File: src/rtl/tetris_display_scan.sv
`default_nettype none
// ============================================================================
// Module   : tetris_display_scan
// Purpose  : Row-multiplexed LED matrix scanner. Takes a snapshot of the flat
//            game screen at the start of every frame and drives it out one row
//            at a time, holding each row for HOLD_CYCLES clocks. The snapshot
//            keeps mid-frame screen updates from tearing the visible image.
// Ports    : clock        - system clock, rising edge
//            reset        - synchronous, active-high
//            screen       - SCREEN_X*SCREEN_Y frame, bit (y*SCREEN_X + x) = cell (x,y)
//            scan_enable  - start/continue scanning (sampled in IDLE and at frame end)
//            row_data     - pixel bits of the active row, bit x = column x
//            row_select   - one-hot active-row strobe
//            row_index    - binary index of the active row
//            row_valid    - row_data/row_select meaningful
//            frame_start  - one-cycle pulse on the first cycle of row 0
//            frame_count  - completed frames, wraps 255 -> 0
// Options  : TETRIS_SCAN_BLANK_EN - insert one blank cycle after every row
//            (anti-ghosting). Undefined by default.
// Revision : 1.0 - initial release
// ============================================================================
module tetris_display_scan #(
    parameter int SCREEN_X    = 10,
    parameter int SCREEN_Y    = 20,
    parameter int HOLD_CYCLES = 4
) (
    input  logic                          clock,
    input  logic                          reset,
    input  logic [SCREEN_X*SCREEN_Y-1:0]  screen,
    input  logic                          scan_enable,
    output logic [SCREEN_X-1:0]           row_data,
    output logic [SCREEN_Y-1:0]           row_select,
    output logic [$clog2(SCREEN_Y)-1:0]   row_index,
    output logic                          row_valid,
    output logic                          frame_start,
    output logic [7:0]                    frame_count
);

    localparam int ROW_W  = $clog2(SCREEN_Y);
    localparam int HOLD_W = $clog2(HOLD_CYCLES + 1);

    localparam logic [ROW_W-1:0]  ROW_LAST  = ROW_W'(SCREEN_Y - 1);
    localparam logic [HOLD_W-1:0] HOLD_LAST = HOLD_W'(HOLD_CYCLES - 1);

`ifdef TETRIS_SCAN_BLANK_EN
    typedef enum logic [1:0] {
        ST_IDLE  = 2'd0,
        ST_LOAD  = 2'd1,
        ST_SCAN  = 2'd2,
        ST_BLANK = 2'd3
    } state_t;
`else
    typedef enum logic [1:0] {
        ST_IDLE  = 2'd0,
        ST_LOAD  = 2'd1,
        ST_SCAN  = 2'd2
    } state_t;
`endif

    state_t                         state_q,       state_d;
    logic [SCREEN_X*SCREEN_Y-1:0]   snapshot_q,    snapshot_d;
    logic [ROW_W-1:0]               row_index_q,   row_index_d;
    logic [HOLD_W-1:0]              hold_q,        hold_d;
    logic [7:0]                     frame_count_q, frame_count_d;
    logic                           row_done;

    // ------------------------------------------------------------------
    // Next-state logic
    // ------------------------------------------------------------------
    always_comb begin
        state_d       = state_q;
        snapshot_d    = snapshot_q;
        row_index_d   = row_index_q;
        hold_d        = hold_q;
        frame_count_d = frame_count_q;
        row_done      = 1'b0;

        case (state_q)
            ST_IDLE: begin
                if (scan_enable) begin
                    state_d = ST_LOAD;
                end
            end
            ST_LOAD: begin
                snapshot_d  = screen;
                row_index_d = '0;
                hold_d      = '0;
                state_d     = ST_SCAN;
            end
            ST_SCAN: begin
                if (hold_q == HOLD_LAST) begin
                    hold_d = '0;
`ifdef TETRIS_SCAN_BLANK_EN
                    state_d = ST_BLANK;
`else
                    row_done = 1'b1;
`endif
                end else begin
                    hold_d = hold_q + 1'b1;
                end
            end
`ifdef TETRIS_SCAN_BLANK_EN
            ST_BLANK: begin
                // Row index is held through the blank; advance afterwards.
                row_done = 1'b1;
            end
`endif
            default: begin
                state_d = ST_IDLE;
            end
        endcase

        // Row advance / frame-end decision, shared by SCAN and BLANK.
        if (row_done) begin
            if (row_index_q == ROW_LAST) begin
                frame_count_d = frame_count_q + 8'd1;
                row_index_d   = '0;
                state_d       = scan_enable ? ST_LOAD : ST_IDLE;
            end else begin
                row_index_d   = row_index_q + 1'b1;
                state_d       = ST_SCAN;
            end
        end
    end

    // ------------------------------------------------------------------
    // State registers
    // ------------------------------------------------------------------
    always_ff @(posedge clock) begin
        if (reset) begin
            state_q       <= ST_IDLE;
            snapshot_q    <= '0;
            row_index_q   <= '0;
            hold_q        <= '0;
            frame_count_q <= '0;
        end else begin
            state_q       <= state_d;
            snapshot_q    <= snapshot_d;
            row_index_q   <= row_index_d;
            hold_q        <= hold_d;
            frame_count_q <= frame_count_d;
        end
    end

    // ------------------------------------------------------------------
    // Moore outputs: decoded purely from registered state
    // ------------------------------------------------------------------
    always_comb begin
        row_data    = '0;
        row_select  = '0;
        row_valid   = 1'b0;
        frame_start = 1'b0;
        if (state_q == ST_SCAN) begin
            row_valid   = 1'b1;
            row_select  = SCREEN_Y'(1) << row_index_q;
            frame_start = (row_index_q == '0) && (hold_q == '0);
            for (int y = 0; y < SCREEN_Y; y++) begin
                if (row_index_q == ROW_W'(y)) begin
                    row_data = snapshot_q[y*SCREEN_X +: SCREEN_X];
                end
            end
        end
    end

    assign row_index   = row_index_q;
    assign frame_count = frame_count_q;

endmodule
`default_nettype wire

File: config.mk
export PLATFORM = sky130hd
export DESIGN_NAME = tetris_display_scan
export DESIGN_NICKNAME = d
export VERILOG_FILES = /design/src/rtl/tetris_display_scan.sv
export SDC_FILE = /design/constraint.sdc
export NUM_CORES = 1
export LEC_CHECK = 0
export CORE_MARGIN = 8
export CORE_UTILIZATION = 55
export CTS_CLUSTER_DIAMETER = 80
export DETAILED_ROUTE_END_ITERATION = 8
export GPL_TIMING_DRIVEN = 0
export PLACE_DENSITY = 0.87
export SLEW_MARGIN = 10
export SYNTH_ARGS = -nofsm -noshare
export SYNTH_HDL_FRONTEND = slang
export SYNTH_SLANG_ARGS = --single-unit
export TNS_END_PERCENT = 1
File: constraint.sdc
create_clock -name clock -period 5 [get_ports clock]
set_input_delay 0.75 -clock clock [delete_from_list [all_inputs] [get_ports clock]]
set_output_delay 0.75 -clock clock [all_outputs]
set_load 0.03 [all_outputs]
==> summary.md, run 1 <==
| Metric | Value |
|---|---|
| GPL Wtd Cong | about 0.98 |
| Power Density | 312.2 mW/mm^2 |
| Initial core utilization | between 50 and 60% |
| Fin nets | approximately 1700 |
| WL met1 | about 18000 microns |
| CTS sink cnt | about 220 |
| Worst-Margin Slew | just over 0.8 ns |
| Avg Cell Area, Syn | ~8.8 sq um |
| WHS Path Cells | 2 |
| TNS Setup | -0.1044 ns |
| DRT iter0 DRCs | about 1200 |
| Fmax | between 150 and 200 MHz |
| Final instance area | ~0.014 sq mm |
| H-tree depth | 1 |
| Critical Path End Type | output pin |
| Clock slew at reported path FFs | 0.06 ns |
| Postcts setup bufs | 0 |
| Unrepaired setup endpoints after global routing | yes |
| CP Data Arrival Time | between 4 and 5 ns |
| Die Y | 156.3 microns |
| Yosys cell types | between 80 and 90 |
| Syn nets | between 1000 and 1500 |
| DP Cell Count | 1746 |
| Clk_lat worst skew | between 0.5 and 0.6 ns |
| Number of global-route vias before repair | 10990 |
| Dpl hpwl | 34560 microns |
| Ant. Diodes | 0 |
| DIE WIDTH | approximately 160 microns |
| Clock Skew | ~0.0095 ns |
| Total wire length | between 40000 and 50000 microns |
| Total length of routed met3 wires | around 4900 microns |
| Row cnt | 51 |
| DP Area | between 0.01 and 0.015 sq mm |
| Pleak | between 0.005 and 0.006 uW |
| Initial antenna violation count | 1 |
| # setup viols final | 3 |
| Commonest cells after routing, fill and taps aside | nor2_1 (269), clkdlybuf4s50_1 (240), dfxtp_1 (218), mux2i_1 (201) |
| Register area | between 0.004 and 0.005 sq mm |
| Req. time, crit path | 4.25 ns |
| Rel. slew slack | approximately 45% |
| Num CTS Buffers | 23 |
| Commonest non-fill, non-tap cell in the layout | nor2_1 |
| Fin util | between 70% and 80% |
| Sequential area share after synthesis | approximately two fifths |
| Setup slack, reg-to-reg | 2.37 ns |
| First-pass DRT Iterations | 5 |
| Seq cells post-synth | about 220 |
| Avg WL per Cell | between 20 and 30 microns |
| Worst VDD drop | 272.1 uV |
| All-Layer GR Usage | a little over a third |
| Max-cap violations | 0 |
| First-pass GRT wire length | approximately 67000 microns |
| Root Buffer | clkbuf_16 |
| Overall power | between 4000 and 5000 uW |
| Area Growth Syn to Fin | 33.09% |
| Area of the multi-input gates | 0.005918 sq mm |
| Worst hold path class | reg -> reg |
| Pins Over Slew Limit | 0 |
| # IOs | 248 |
| Antenna-violating nets left | 0 |
| Largest net degree at the start of global routing | 14 |
| Grt ovf | 0 |
| Vias | approximately 11000 |
| Post-Synthesis Cell Area | approximately 0.011 sq mm |
| Post-Synthesis Cells | about 1200 |
| # hold bufs at CTS | 0 |
| Fillers | ~1400 |
| Critical path class | reg -> out |
| Hold_sp | snapshot_q[158] |
| Core ar. | slightly below 0.02 sq mm |
| CTS Buffer Depth | 3 |
| Async set or reset register ratio after synthesis | 0% |
| I/O Buffers | roughly 250 |
| Crit path launch type | register |
| EDFF count, synth | 0 |
| R2r worst-path depth | 8 |
| Synth warn | 0 |
| Max layer used | met5 |
| Status | complete, but fails checks |
| Worst Slack Setup Final | -0.05701 ns |
| Vias per std cell | a little over 6 |
| RR Endpoint | state_q[1] |
| Final critical-path share of the clock period | 101.1% |
| Drt drc | 0 |
| Die area | 0.02444 sq mm |
| Tmin final | ~5.1 ns |
| Top fanout value on the critical path | 10 |
| Post-synth top flop | dfxtp_1 |
| Routed wl met2 | approximately 20000 microns |
| Hold endpoint | snapshot_q[158] |
| CTS tree | built |
| FF-to-FF Start | state_q[0] |
| Layout cell share with drive strength beyond 1 | under 10% |
| Failing checks | setup timing |
| Final Hold Fails | 0 |
| Non-Filler Instances | approximately 1800 |
-- per-stage QoR --
| step | hold slack (ns) | setup WS (ns) |
|---|---|---|
| finish | 0.4946 | -0.05701 |
| CTS | 0.4961 | 0.01549 |
| global route | 0.5246 | -0.04960 |
| floorplan | 0.4486 | 1.050 |
| detailed placement | 0.4809 | -0.2002 |
| global placement | 0.4566 | -0.2496 |
-- state kept, by name, summed over array words and instances, names as in the netlist --
signal and flops:
state_q 2, snapshot_q 200, row_index 5, hold_q 3, frame_count 8
-- synth_stat cells (13+ instances only) --
cell,count,share of area (%)
o22ai_1,18,1.0
nor3_1,22,1.0
ha_1,13,1.5
inv_1,13,0.45
buf_2,40,1.8
nor2_1,270,9.4
clkbuf_1,33,1.1
a21oi_1,61,2.8
dfxtp_1,218,40
o21ai_0,46,2.1
nand2_1,61,2.1
mux2i_1,201,19
nand3_1,16,0.74
-- cell type report --
cell class | instances | share of cell area (%)
multi-input cells | 904 | 41.05
flip-flops and latches | 218 | 30.27
repair buffers | 246 | 17.08
clock buffers | 32 | 4.365
plain buffers | 94 | 3.471
well taps | 265 | 2.300
clock inverters | 8 | 0.9980
inverters | 18 | 0.4686
-- how the worst max path moves through the flow --
| stage | slack, ns | start | endpoint |
|---|---|---|---|
| 2_1_floorplan | 1.05 | row_index[0] | row_data[8] |
| 3_3_place_gp | -0.25 | row_index[0] | row_data[8] |
| 3_5_place_dp | -0.20 | row_index[0] | row_data[8] |
| 4_1_cts | 0.02 | row_index[0] | row_data[3] |
| 5_1_grt | -0.05 | row_index[0] | row_data[1] |
| 6_report | -0.06 | row_index[0] | row_data[7] |
-- routing by layer --
layer / vias up / GRT usage [%]
li1: 4910 / -
met1: 5287 / 46.27
met2: 742 / 54.88
met3: 125 / 9.156
met4: 2 / 15.19
met5: - / 0
-- logic make-up after synthesis --
logic type,Yosys count,share of synthesized area (%)
AO/OA/AOI/OAI,227,13.88
XOR/XNOR,7,0.5660
adder cells (fa/ha/maj),13,1.502
buffers and inverters,113,5.244
flip-flops,218,40.29
multiplexers,201,18.57
AND/OR/NAND/NOR,456,19.95
-- critical path, stage by stage, from the launching register on --
cell	delay [ns]
dfxtp_1	0.48
ha_1	0.30
buf_2	0.33
nor2b_1	0.38
buf_2	0.35
a21o_1	0.16
nand2_1	0.08
a211oi_1	0.52
nor4_1	0.15
nor3_1	0.29
clkdlybuf4s50_1	0.74
-- power by group --
part | leakage [uW] | switching [uW] | internal, uW
clock network | 0.000378 | 702 | 1080
registers | 0.00178 | 110 | 1880
logic | 0.00334 | 350 | 378
total | 0.00549 | 1160 | 3340
-- what timing repair did --
| action | in CTS | in global routing |
|---|---|---|
| setup endpoints to repair | 10 | 5 |
| endpoints found under the hold margin | 0 | 0 |
| gates resized for setup | 9 | 6 |
| cloned | 0 | 0 |
Power figures use the tool's default switching activity.
==> inputs of run 2 (changes only) <==
--- a/config.mk
+++ b/config.mk
@@ -10,6 +10,7 @@
 export CTS_CLUSTER_DIAMETER = 80
 export DETAILED_ROUTE_END_ITERATION = 8
 export GPL_TIMING_DRIVEN = 0
+export MAX_ROUTING_LAYER = met4
 export PLACE_DENSITY = 0.87
 export SLEW_MARGIN = 10
 export SYNTH_ARGS = -nofsm -noshare
==> run 2 against run 1 <==
Effect of this change:
- fmax grew 0.82%
- critical endpoint is now row_data[6]
- sequential share of layout area shrank 0.12 points
- largest cell class unchanged
- first-iteration DRC count grew 11%
- routed wire length grew 2.8%
- the run still ends with setup timing left
- non-clock buffer count is the same
- critical path depth is the same
- final cell count grew 0.11%
==> summary.md, run 2 (synthesis results as in run 1) <==
| Metric | Value |
|---|---|
| Clk_lat worst skew | 0.53 ns (was 0.51 ns) |
| Number of global-route vias before repair | 11210 (was 10990) |
| Net Sw Frac | 26.39% (was 25.81%) |
| Clock Skew | 0.01004 ns (was 0.009469 ns) |
| TNS Setup | -0.02844 ns (was -0.1044 ns) |
| Worst Slack Setup Final | -0.01578 ns (was -0.05701 ns) |
| H-tree depth | 1 (unchanged) |
| Failing checks | setup timing (unchanged) |
| Top fanout value on the critical path | 10 (unchanged) |
| Fin nets | 1721 (unchanged) |
| DIE WIDTH | 156.3 microns (unchanged) |
| Total wire length | 46280 microns (was 45030 microns) |
| Layout cell share with drive strength beyond 1 | 8.870% (was 8.421%) |
| Commonest cells after routing, fill and taps aside | nor2_1 (269), clkdlybuf4s50_1 (240), dfxtp_1 (218), mux2i_1 (201) (unchanged) |
| GPL Wtd Cong | 0.9940 (was 0.9834) |
| R2r worst-path depth | 8 (unchanged) |
| Antenna-violating nets left | 0 (unchanged) |
| Clock slew at reported path FFs | 0.06 ns (about the same) |
| First-pass GRT wire length | 68740 microns (was 66570 microns) |
| Setup slack, reg-to-reg | 2.36 ns (was 2.37 ns) |
| Initial core utilization | 55.84% (unchanged) |
| FF-to-FF Start | state_q[0] (unchanged) |
| Critical path class | reg -> out (unchanged) |
| CP top delay family | compound AO/OA/AOI/OAI gates (was buffers and inverters) |
| Clk pwr share | 41.0% (was 39.6%) |
| CP peak stage delay | 0.61 ns (was 0.74 ns) |
| CP bufs+invs | 3 (unchanged) |
| Die Y | 156.3 microns (unchanged) |
| Drt drc | 0 (unchanged) |
| Tmin final | 5.016 ns (was 5.057 ns) |
| Dpl hpwl | 35350 microns (was 34560 microns) |
| Crit path launch type | register (unchanged) |
| Area Growth Syn to Fin | 33.60% (was 33.09%) |
| Hold endpoint | snapshot_q[134] (was snapshot_q[158]) |
| Rel. slew slack | 43.21% (was 45.25%) |
| CP Data Arrival Time | 4.27 ns (was 4.31 ns) |
| Largest register FFs | 200 (unchanged) |
| All-Layer GR Usage | 37.67% (was 35.58%) |
| Pins Over Slew Limit | 0 (unchanged) |
| Largest reg by FF count | snapshot_q (unchanged) |
| Worst VDD drop | 275.4 uV (was 272.1 uV) |
| Postcts setup bufs | 0 (unchanged) |
| Row cnt | 51 (unchanged) |
| Req. time, crit path | 4.25 ns (about the same) |
| I/O Buffers | 246 (unchanged) |
| Pleak | 0.005529 uW (was 0.005494 uW) |
| Root Buffer | clkbuf_16 (unchanged) |
| NetSw | 1219 uW (was 1162 uW) |
| Num CTS Buffers | 23 (unchanged) |
| # setup viols final | 2 (was 3) |
| Vias per std cell | 6.251 (was 6.199) |
| Final Hold Fails | 0 (unchanged) |
| Area of the multi-input gates | 0.005907 sq mm (was 0.005918 sq mm) |
| Max-cap violations | 0 (unchanged) |
| Seq pwr share | 43.1% (was 44.2%) |
| Ant. Diodes | 0 (unchanged) |
| # IOs | 248 (unchanged) |
| Grt ovf | 0 (unchanged) |
| Die area | 0.02444 sq mm (unchanged) |
| Power Density | 319.2 mW/mm^2 (was 312.2 mW/mm^2) |
| Fmax | 199.4 MHz (was 197.7 MHz) |
| Fin util | 74.61% (was 74.32%) |
| Hold_sp | snapshot_q[134] (was snapshot_q[158]) |
| Commonest non-fill, non-tap cell in the layout | nor2_1 (unchanged) |
| Avg WL per Cell | 25.90 microns (was 25.23 microns) |
| Final critical-path share of the clock period | 100.3% (was 101.1%) |
| Unrepaired setup endpoints after global routing | no (was yes) |
| CTS Buffer Depth | 3 (unchanged) |
| Core ar. | 0.01940 sq mm (unchanged) |
| First-pass DRT Iterations | 5 (unchanged) |
| Status | complete, but fails checks (unchanged) |
| Initial antenna violation count | 0 (was 1) |
| Fillers | 1404 (was 1442) |
| RR Endpoint | state_q[1] (unchanged) |
| CTS sink cnt | 218 (unchanged) |
| WHS Path Cells | 2 (unchanged) |
| Vias | 11170 (was 11070) |
| Register area | 0.004364 sq mm (unchanged) |
| Worst hold path class | reg -> reg (unchanged) |
| Internal power | 3400 uW (was 3339 uW) |
| DRT iter0 DRCs | 1306 (was 1174) |
| Crit-path cells | inv_1, ha_1, buf_2, nor2_2, o211ai_1, a31oi_1, o21ai_0, a211o_1, a32o_1, clkdlybuf4s50_1 (was ha_1, buf_2, nor2b_1, buf_2, a21o_1, nand2_1, a211oi_1, nor4_1, nor3_1, clkdlybuf4s50_1) |
| Worst path slowest cell | clkdlybuf4s50_1 (unchanged) |
| CTS tree | built (unchanged) |
| Largest net degree at the start of global routing | 16 (was 14) |
| Power share of the combinational group | 15.9% (was 16.2%) |
| Worst-Margin Slew | 0.8518 ns (was 0.8213 ns) |
| Critical Path End Type | output pin (unchanged) |
[run 2: cell types whose count changed in the layout (fill, tap and decap cells not counted), sizes merged]
cell / previous run / this run
inv: 15 / 18
clkinvlp: 0 / 1
buf: 62 / 60
[run 2: what timing repair did]
action                     4_1_cts  5_1_grt
gates resized for setup          8        7
pin swaps                        0        0
hold buffers                     0        0
setup endpoints to repair       10        5
[run 2: worst max-delay path by stage]
stage | from | to | cells past startpoint
finish | row_index[0] | row_data[6] | 10
detailed placement | row_index[0] | row_data[8] | 13
global route | row_index[0] | row_data[1] | 8
CTS | row_index[0] | row_data[7] | 10
global placement | row_index[0] | row_data[8] | 13
floorplan | row_index[0] | row_data[8] | 12
[run 2: stage by stage]
step	power, uW	hold slack [ns]	instances	cell area, sq um	setup WS, ns
floorplan	2406	0.4486	1235	10830	1.050
global placement	2695	0.4571	1746	13630	-0.2207
detailed placement	2733	0.4804	1746	13630	-0.2149
CTS	4599	0.4956	1787	14470	0.007208
global route	4733	0.5121	1787	14470	0.008293
finish	4620	0.5004	1787	14470	-0.01578
[run 2: worst reg2reg max path, delay by kind of cell, from the launching register on]
kind	cells	cell delay (ns)
fa+ha+maj	1	0.18
simple gates	3	1.05
buf+inv	3	0.87
compound gates	1	0.14
flops	1	0.33
[run 2: routing by layer]
metal  share of wire, %  routed length [microns]  GRT usage [%]  vias to the layer above
li1                   -                        -              -                     4896
met1                 41                    18800          48.86                     5398
met2                 45                    20840          58.11                      769
met3                 11                     5150          7.308                      108
met4                3.2                     1479          12.36                        0
met5                  0                        0              -                        -
[run 2: power by group through the flow]
stage	Clock (uW)	Combinational (uW)	Sequential (uW)
finish	1890	737	1990
global route	1950	785	2000
CTS	1890	729	1980
detailed placement	0	716	2020
global placement	0	684	2010
floorplan	0	439	1970
[run 2: area by class of cell]
class / instances / share of cell area (%)
flip-flops and latches: 218 / 30.15
well taps: 265 / 2.291
clock inverters: 12 / 1.202
clock buffers: 30 / 4.573
inverters: 18 / 0.4668
repair buffers: 246 / 17.01
multi-input cells: 904 / 40.81
plain buffers: 94 / 3.484
==> inputs of run 3 (changes only) <==
--- a/config.mk
+++ b/config.mk
@@ -6,12 +6,12 @@
 export NUM_CORES = 1
 export LEC_CHECK = 0
 export CORE_MARGIN = 8
-export CORE_UTILIZATION = 55
+export CORE_UTILIZATION = 46
 export CTS_CLUSTER_DIAMETER = 80
 export DETAILED_ROUTE_END_ITERATION = 8
 export GPL_TIMING_DRIVEN = 0
 export MAX_ROUTING_LAYER = met4
-export PLACE_DENSITY = 0.87
+export PLACE_DENSITY = 0.77
 export SLEW_MARGIN = 10
 export SYNTH_ARGS = -nofsm -noshare
 export SYNTH_HDL_FRONTEND = slang
==> constraint.sdc (replaced) <==
create_clock -name clock -period 4 [get_ports clock]
set_input_delay 0.6 -clock clock [delete_from_list [all_inputs] [get_ports clock]]
set_output_delay 0.6 -clock clock [all_outputs]
set_load 0.03 [all_outputs]
==> run 3 against run 2 <==
Effect of this change:
- the run now ends clean
- clock-buffer cell count unchanged
- critical path type unchanged
- global-route usage is 7.5 points lower
- highest routed layer unchanged
- utilization is 11 points lower
- first-iteration DRC count decreased by 15%
- sequential share of layout area fell by 0.56 points
- sequential power grew 25%
- worst setup slack improved by 0.017 ns
==> summary.md, run 3 (synthesis results as in run 1) <==
| Metric | Value |
|---|---|
| Hold_sp | snapshot_q[53] (was snapshot_q[134]) |
| Final Hold Fails | 0 (unchanged) |
| Worst Slack Setup Final | 0.001105 ns (was -0.01578 ns) |
| Pins Over Slew Limit | 0 (unchanged) |
| Num CTS Buffers | 24 (was 23) |
| # setup viols final | 0 (was 2) |
| Row cnt | 56 (was 51) |
| Final critical-path share of the clock period | about 100% |
| Initial core utilization | 46.43% (was 55.84%) |
| # IOs | 248 (unchanged) |
| Grt ovf | 0 (unchanged) |
| CTS sink cnt | 218 (unchanged) |
| Commonest non-fill, non-tap cell in the layout | nor2_1 (unchanged) |
| Max-cap violations | 0 (unchanged) |
| FF-to-FF Start | state_q[0] (unchanged) |
| DP Cell Count | 1800 (was 1746) |
| Unrepaired setup endpoints after global routing | yes (was no) |
| Ant. Diodes | 0 (unchanged) |
| Critical path class | reg -> out (unchanged) |
| Setup slack, reg-to-reg | 1.53 ns (was 2.36 ns) |
| GPL Wtd Cong | 1.008 (was 0.9940) |
| All-Layer GR Usage | 30.17% (was 37.67%) |
| I/O Buffers | 246 (unchanged) |
| Req. time, crit path | 3.40 ns (was 4.25 ns) |
| R2r worst-path depth | 8 (unchanged) |
| Largest register FFs | 200 (unchanged) |
| Tmin final | approximately 4 ns |
| TNS Setup | 0 ns (was -0.02844 ns) |
| Worst VDD drop | 256.8 uV (was 275.4 uV) |
| First-pass GRT wire length | 64750 microns (was 68740 microns) |
| Vias per std cell | 5.822 (was 6.251) |
| Dpl hpwl | 33920 microns (was 35350 microns) |
| Pre-CTS setup slack | -1.193 ns (was -0.2149 ns) |
| Drt drc | 0 (unchanged) |
| Total wire length | 43870 microns (was 46280 microns) |
| Die area | 0.02872 sq mm (was 0.02444 sq mm) |
| Fmax | about 250 MHz |
| Initial antenna violation count | 0 (unchanged) |
| Vias | 10730 (was 11170) |
| CTS Buffer Depth | 3 (unchanged) |
| Die Y | 169.5 microns (was 156.3 microns) |
| Number of global-route vias before repair | 10620 (was 11210) |
| Non-Filler Instances | 1843 (was 1787) |
| Status | completed (was complete, but fails checks) |
| Critical Path End Type | output pin (unchanged) |
| Core ar. | 0.02333 sq mm (was 0.01940 sq mm) |
| DRT iter0 DRCs | 1116 (was 1306) |
| Clk_lat worst skew | 0.52 ns (was 0.53 ns) |
| Fin nets | 1722 (was 1721) |
| Clock Skew | 0.01245 ns (was 0.01004 ns) |
| H-tree depth | 1 (unchanged) |
| Root Buffer | clkbuf_16 (unchanged) |
| DIE WIDTH | 169.5 microns (was 156.3 microns) |
| Crit path launch type | register (unchanged) |
| Worst-Margin Slew | 0.9077 ns (was 0.8518 ns) |
| Power Density | 397.0 mW/mm^2 (was 319.2 mW/mm^2) |
| WHS Path Cells | 2 (unchanged) |
| Avg WL per Cell | 23.80 microns (was 25.90 microns) |
| Worst hold path class | reg -> reg (unchanged) |
| RR Endpoint | state_q[1] (unchanged) |
| Clock slew at reported path FFs | 0.07 ns (was 0.06 ns) |
| CP Data Arrival Time | 3.40 ns (was 4.27 ns) |
| Pleak | 0.005568 uW (was 0.005529 uW) |
| Rel. slew slack | 39.49% (was 43.21%) |
| Hold endpoint | snapshot_q[53] (was snapshot_q[134]) |
| Largest reg by FF count | snapshot_q (unchanged) |
| Largest net degree at the start of global routing | 15 (was 16) |
| Top fanout value on the critical path | 10 (unchanged) |
| CTS tree | built (unchanged) |
| Antenna-violating nets left | 0 (unchanged) |
| Commonest cells after routing, fill and taps aside | nor2_1 (267), clkdlybuf4s50_1 (236), dfxtp_1 (215), mux2i_1 (201) (was nor2_1 (269), clkdlybuf4s50_1 (240), dfxtp_1 (218), mux2i_1 (201)) |
| Layout cell share with drive strength beyond 1 | 11.55% (was 8.870%) |
| Area Growth Syn to Fin | 36.24% (was 33.60%) |
| First-pass DRT Iterations | 5 (unchanged) |
[run 3: how the worst max path moves through the flow]
stage                  from          end  slack (ns)  cells past startpoint
2_1_floorplan  row_index[0]  row_data[8]        0.20                     12
4_1_cts        row_index[0]  row_data[5]       -0.04                     11
3_3_place_gp   row_index[0]  row_data[8]       -1.28                     13
5_1_grt        row_index[0]  row_data[8]       -0.11                     12
3_5_place_dp   row_index[0]  row_data[8]       -1.19                     13
6_report       row_index[0]  row_data[8]       0.001                     12
[run 3: what timing repair did]
item                                    in CTS  in global routing
hold buffers                                 0                  0
gates cloned                                 0                  0
endpoints found under the setup margin      12                 14
setup buffers                                1                  0
resized for setup                           70                 31
pin swaps                                    4                  2
[run 3: routing by layer]
metal / global-route usage, % / up-vias / wire, microns
li1: - / 4916 / -
met1: 39.91 / 5117 / 19220
met2: 45.92 / 602 / 19390
met3: 6.234 / 95 / 3960
met4: 8.734 / 0 / 1306
met5: - / - / 0
[run 3: cell type report]
type,count,area (sq um)
buffer,93,551.8
clock buffer,30,684.4
clock inverter,14,207.7
fill,1997,8573
inverter,18,73.82
multi-input combinational,904,6033
sequential,218,4368
tap,319,399.1
timing repair buffer,247,2441
[run 3: critical path, cell delays in order, from the launching register on]
cell	delay, ns
dfxtp_2	0.40
ha_2	0.25
buf_6	0.20
buf_8	0.19
buf_6	0.18
and3_1	0.21
ha_4	0.24
clkbuf_8	0.20
nor3_1	0.07
nor4_2	0.34
o32ai_1	0.12
nor2_1	0.24
buf_4	0.22
[run 3: metrics by stage]
| step | area, sq um | hold WS [ns] | util (%) | total power (uW) |
|---|---|---|---|---|
| final | 14760 | 0.4944 | 63.26 | 5859 |
| after global routing | 14760 | 0.5164 | 63.26 | 6051 |
| after CTS | 14690 | 0.4918 | 62.98 | 5868 |
| after detailed placement | 13690 | 0.4788 | 58.69 | 3400 |
| after global placement | 13690 | 0.4618 | 58.69 | 3375 |
| after floorplan | 10830 | 0.4486 | - | 3008 |
[run 3: where the power goes]
part           total (uW)  internal (uW)  switching, uW  leakage, uW
Combinational         898            474            424      0.00335
Sequential           2480           2350            133      0.00178
Clock                2480           1540            943     0.000437
